### src/rtl/pe_tile_sched.sv
// Tile sequencer for a DIMxDIM systolic PE array: clear, stream
// skewed operand beats, drain the wavefront, then hand off the result.
module pe_tile_sched #(
  parameter int DIM    = 2,
  parameter int B      = 4,
  parameter int KW     = 8,
  parameter int PE_LAT = 1
) (
  input  logic                        clk_i,
  input  logic                        reset_n_i,
  input  logic                        start_i,
  input  logic [KW-1:0]               k_len_i,
  input  logic                        abort_i,
  input  logic                        in_valid_i,
  output logic                        in_ready_o,
  input  logic [DIM-1:0][2*B-1:0]     in_data_i,
  input  logic [DIM-1:0][2*B-1:0]     in_wgt_i,
  output logic [DIM-1:0][2*B-1:0]     pe_data_o,
  output logic [DIM-1:0][2*B-1:0]     pe_wgt_o,
  output logic                        pe_en_o,
  output logic                        pe_clear_o,
  output logic                        busy_o,
  output logic                        res_valid_o,
  input  logic                        res_ready_i
);

  localparam int W    = 2 * B;
  localparam int DLEN = 2 * (DIM - 1) + PE_LAT;
  localparam int DW   = $clog2(DLEN + 1);
  localparam logic [DW-1:0] DLAST = DW'(DLEN - 1);

  typedef enum logic [2:0] {
    S_IDLE,
    S_CLEAR,
    S_STREAM,
    S_DRAIN,
    S_RESULT
  } state_e;

  state_e          state_q, state_d;
  logic [KW-1:0]   klen_q, klen_d;
  logic [KW-1:0]   beat_q, beat_d;
  logic [DW-1:0]   drain_q, drain_d;

  logic [DIM-1:0][W-1:0] lane_d;
  logic [DIM-1:0][W-1:0] lane_w;

  // Drain pushes zeros so the wavefront flushes without new products
  assign lane_d = (state_q == S_STREAM) ? in_data_i : '0;
  assign lane_w = (state_q == S_STREAM) ? in_wgt_i  : '0;
  assign busy_o = (state_q != S_IDLE);

  always_comb begin
    state_d     = state_q;
    klen_d      = klen_q;
    beat_d      = beat_q;
    drain_d     = drain_q;
    in_ready_o  = 1'b0;
    pe_en_o     = 1'b0;
    pe_clear_o  = 1'b0;
    res_valid_o = 1'b0;
    unique case (state_q)
      S_IDLE: begin
        if (start_i) begin
          klen_d  = k_len_i;
          state_d = S_CLEAR;
        end
      end
      S_CLEAR: begin
        pe_clear_o = 1'b1;
        beat_d     = '0;
        drain_d    = '0;
        state_d    = (klen_q != '0) ? S_STREAM : S_DRAIN;
      end
      S_STREAM: begin
        in_ready_o = 1'b1;
        if (in_valid_i) begin
          pe_en_o = 1'b1;
          beat_d  = beat_q + 1'b1;
          if (beat_d == klen_q) state_d = S_DRAIN;
        end
      end
      S_DRAIN: begin
        pe_en_o = 1'b1;
        if (drain_q == DLAST) begin
          drain_d = '0;
          state_d = S_RESULT;
        end else begin
          drain_d = drain_q + 1'b1;
        end
      end
      S_RESULT: begin
        res_valid_o = 1'b1;
        if (res_ready_i) state_d = S_IDLE;
      end
      default: state_d = S_IDLE;
    endcase
    if (abort_i) begin
      state_d     = S_IDLE;
      beat_d      = '0;
      drain_d     = '0;
      pe_clear_o  = 1'b1;
      pe_en_o     = 1'b0;
      in_ready_o  = 1'b0;
      res_valid_o = 1'b0;
    end
  end

  always_ff @(posedge clk_i or negedge reset_n_i) begin
    if (!reset_n_i) begin
      state_q <= S_IDLE;
      klen_q  <= '0;
      beat_q  <= '0;
      drain_q <= '0;
    end else begin
      state_q <= state_d;
      klen_q  <= klen_d;
      beat_q  <= beat_d;
      drain_q <= drain_d;
    end
  end

  // Lane r is delayed r enabled cycles behind the registered beat
  for (genvar r = 0; r < DIM; r++) begin : g_lane
    logic [W-1:0] dsk_q [0:r];
    logic [W-1:0] wsk_q [0:r];

    always_ff @(posedge clk_i or negedge reset_n_i) begin
      if (!reset_n_i) begin
        for (int j = 0; j <= r; j++) begin
          dsk_q[j] <= '0;
          wsk_q[j] <= '0;
        end
      end else if (abort_i) begin
        for (int j = 0; j <= r; j++) begin
          dsk_q[j] <= '0;
          wsk_q[j] <= '0;
        end
      end else if (pe_en_o) begin
        dsk_q[0] <= lane_d[r];
        wsk_q[0] <= lane_w[r];
        for (int j = 1; j <= r; j++) begin
          dsk_q[j] <= dsk_q[j-1];
          wsk_q[j] <= wsk_q[j-1];
        end
      end
    end

    assign pe_data_o[r] = dsk_q[r];
    assign pe_wgt_o[r]  = wsk_q[r];
  end

endmodule

### config.mk
export PLATFORM = sky130hd
export DESIGN_NAME = pe_tile_sched
export DESIGN_NICKNAME = d
export VERILOG_FILES = /design/src/rtl/pe_tile_sched.sv
export SDC_FILE = /design/constraint.sdc
export NUM_CORES = 1
export LEC_CHECK = 0
export BUFFER_PORTS_ARGS = -buffer_cell sky130_fd_sc_hd__buf_2
export CAP_MARGIN = 25
export CORE_MARGIN = 3
export CORE_UTILIZATION = 52
export CTS_CLUSTER_DIAMETER = 80
export DETAILED_ROUTE_END_ITERATION = 10
export HOLD_SLACK_MARGIN = 0.12
export PLACE_DENSITY = 0.75
export SETUP_SLACK_MARGIN = 0.2
export SLEW_MARGIN = 20
export SYNTH_ARGS = -nofsm -noshare
export SYNTH_HDL_FRONTEND = slang
export SYNTH_SLANG_ARGS = --single-unit
### constraint.sdc
create_clock -name clk_i -period 2.4 [get_ports clk_i]
set_input_delay 0.6 -clock clk_i [delete_from_list [all_inputs] [get_ports clk_i]]
set_output_delay 0.6 -clock clk_i [all_outputs]
set_load 0.02 [all_outputs]
==> summary.md <==
| Metric | Value |
|---|---|
| Largest net degree at the start of global routing | `70` |
| Antenna violations before repair | `0` |
| Number of remaining DRC errors | `0` |
| Post-Route Skew | `around 0.012 ns` |
| Postcts setup bufs | `0` |
| Combinational cell fraction of total power | `approximately 25%` |
| Total CTS buffers | `9` |
| EDFF count, synth | `0` |
| Total wire length | `approximately 6.6 mm` |
| Setup ws final | `roughly 0.33 ns` |
| Mapped Area | `around 0.0031 sq mm` |
| Number of vias per cell | `5.41` |
| Core Region | `around 0.0056 sq mm` |
| Critical path class | `register to output port` |
| Total net switching power | `1030 uW` |
| Pre-CTS setup slack | `0.458 ns` |
| Crit path time final | `2.07 ns` |
| ANT nets after route | `0` |
| GRT Overall Usage | `about a fifth` |
| GP Congestion | `0.831` |
| Initial Util | `a little under three fifths` |
| Status | `finished, final reports clean` |
| Grt ovf | `0` |
| Post-synth ARST share | `between 90% and 100%` |
| Port Buffers | `between 80 and 90` |
| RSZ-0062 raised after global routing | `no` |
| Synth Warn # | `0` |
| Clock buffer depth | `2` |
| Endpoint class of the critical path | `output port` |
| CP Launch Type | `register` |
| Vias | `around 2400` |
| Yosys cell types | `39` |
| Clk network pwr share | `27.8%` |
| Routed wire per std cell | `approximately 15 microns` |
| Die Wd | `83.5 microns` |
| Final slew viol count | `0` |
| Synthesis-to-layout area growth | `17.5%` |
| Post-route setup TNS | `0 ns` |
| CTS sink cnt | `69` |
| Hold Fails Final Rpt | `0` |
| Sequential power share | `between 40% and 50%` |
| H-Tree Depth | `3` |
| Clock tree root driver cell | `clkbuf_8` |
| Leakage | `around 0.0018 uW` |
| Maxcap violations | `0` |
| Pwr/cell area | `about 850 mW/mm^2` |
| DP HPWL | `about 4.5 mm` |
| Io pins | `83` |
| Worst-margin pin slew | `0.429 ns` |
| Register area share after synthesis | `55.3%` |
| Setup violators final | `0` |
| Initial DRC Count | `117` |
| First-pass GRT wire length | `between 10 and 15 mm` |
| Int Pwr | `2070 uW` |
| Fmax achieved | `0.483 GHz` |
| Layout cells sized above 1 | `about 33%` |
| Primary FF master, synth | `dfrtp_1` |
| Clk slew on worst S/H paths | `around 0.08 ns` |
| Rel. slew slack | `a little under three quarters` |
| Final Power | `3100 uW` |
| CP required | `roughly 1.8 ns` |
| Yosys reg bits | `about 70` |
| Synth Area per Inst | `~11 sq um` |
| CP arrival | `1.47 ns` |
| VDD IR max | `429 uV` |
| Clk Latency, worst-skew pair | `around 0.35 ns` |
| Total iterations of the first detailed-routing run | `4` |
| Final Net Count | `slightly above 400` |
| Hold Path Class | `input pin to asynchronous set/reset pin` |
| Die footprint | `0.00697 sq mm` |
| CTS tree | `built` |
| Syn_nets | `around 340` |
| Die Ht | `approximately 83 microns` |
| Tcrit/Tclk final | `86.3%` |
| Vias in the first global route | `about 2300` |
| # placed instances | `~420` |
| Mapped Cells | `295` |
| # rows | `27` |
| Critical Path Fanout Max | `11` |
| Non-filler cells, final | `roughly 440` |
| Antenna Cells | `0` |
| Switching share of power | `between 30% and 40%` |
==> layer usage <==
metal / vias to the layer above / GRT usage (%) / wire length, microns
li1: 1156 / - / -
met3: 9 / 5.03 / 336
met1: 1141 / 29.0 / 3170
met2: 59 / 29.7 / 2980
met4: 0 / 8.04 / 91
met5: - / 0 / 0
==> worst max-delay path: stages (launching register included) <==
cell and delay (ns):
dfrtp_1 0.50, or3_1 0.45, buf_2 0.18
==> layout make-up <==
type / count / area [sq um]
inverter: 3 / 11.3
sequential: 69 / 1730
clock inverter: 6 / 46.3
fill: 468 / 1970
tap: 72 / 90.1
timing repair buffer: 89 / 475
clock buffer: 10 / 138
multi-input combinational: 188 / 1180
==> metrics by stage <==
stage          hold WS [ns]  utilization [%]  cell area [sq um]
3_3_place_gp          0.480             61.7               3480
2_1_floorplan         0.304                -               3120
6_report              0.255             65.0               3670
5_1_grt               0.275             65.0               3670
4_1_cts               0.269             65.0               3670
3_5_place_dp          0.480             61.7               3480
==> flip-flops by register name, summed over array words and instances, names as in the netlist <==
signal / cells
beat_q: 8
drain_q: 2
g_lane.dsk_q: 16
g_lane.wsk_q: 16
klen_q: 8
pe_data_o: 8
pe_wgt_o: 8
state_q: 3
==> Yosys cell counts (2+ instances only) <==
master,number,area share (%)
a21oi_1,19,3.0
a22o_1,33,9.3
a31oi_1,3,0.60
and3_1,2,0.40
and3_4,2,0.72
buf_1,2,0.24
buf_4,16,3.8
buf_6,2,0.72
clkbuf_1,14,1.7
dfrtp_1,69,55
inv_1,3,0.36
mux2_2,9,3.2
nand2_1,46,5.5
nand2b_1,3,0.60
nand3_1,5,0.80
nor2_1,15,1.8
nor2b_1,2,0.40
nor3_1,4,0.64
nor4_1,3,0.60
o21a_1,2,0.48
o21ai_0,10,1.6
o22ai_1,3,0.60
o41ai_1,2,0.56
or3_1,2,0.40
xnor2_1,6,1.7
xor2_1,5,1.4
==> cells by family (layout without fill, tap and decap cells) <==
family          count (synthesis)  count (layout)  share of synthesized area [%]
compound gates                 80              80                           18.4
xor+xnor                       11              11                           3.09
fa+ha+maj                       1               1                          0.401
mux                             9               9                           3.25
buf+inv                        38             108                           7.01
simple gates                   87              87                           12.6
flops                          69              69                           55.3
==> power by group through the flow <==
stage	Clock (uW)	Combinational [uW]	Sequential, uW
after floorplan	0	542	1470
after global placement	0	747	1500
after detailed placement	0	766	1500
after CTS	886	768	1480
after global routing	941	841	1520
final	862	758	1480
==> final timing paths <==
kind,to,from,cells past startpoint,slack (ns)
worst max-delay path,busy_o,state_q[2],2,0.33
worst min-delay path,pe_data_o[9],reset_n_i,2,0.26
worst max register to register,state_q[0],beat_q[0],6,0.48
worst min register to register,g_lane[1].wsk_q[9],g_lane[1].wsk_q[9],1,0.50
max in group asynchronous,state_q[1],reset_n_i,2,1.82
min in group clk_i,g_lane[1].dsk_q[13],in_data_i[13],2,0.47
==> placed cells by master, fill, tap and decap left out, types with 2 or more instances in the layout <==
cell type / netlist / layout
buf_2: 1 / 82
dfrtp_1: 69 / 68
nand2_1: 46 / 46
a22o_1: 33 / 33
a21oi_1: 19 / 19
nor2_1: 15 / 14
o21ai_0: 10 / 10
clkbuf_8: 0 / 10
mux2_2: 9 / 9
xnor2_1: 6 / 6
buf_4: 16 / 6
nand3_1: 5 / 5
xor2_1: 5 / 5
nor3_1: 4 / 4
inv_1: 3 / 3
nand2b_1: 3 / 3
o22ai_1: 3 / 3
a31oi_1: 3 / 3
nor4_1: 3 / 3
or3_1: 2 / 2
nor2b_1: 2 / 2
o21a_1: 2 / 2
nor2_2: 1 / 2
and3_1: 2 / 2
and3_4: 2 / 2
o41ai_1: 2 / 2
clkinvlp_4: 0 / 2
clkinv_4: 0 / 2
==> what timing repair did <==
action / 4_1_cts / 5_1_grt
hold buffers: 0 / 0
setup endpoints to repair: 0 / 1
resized for setup: 0 / 1
No activity file was read; power rests on OpenSTA's default activity.
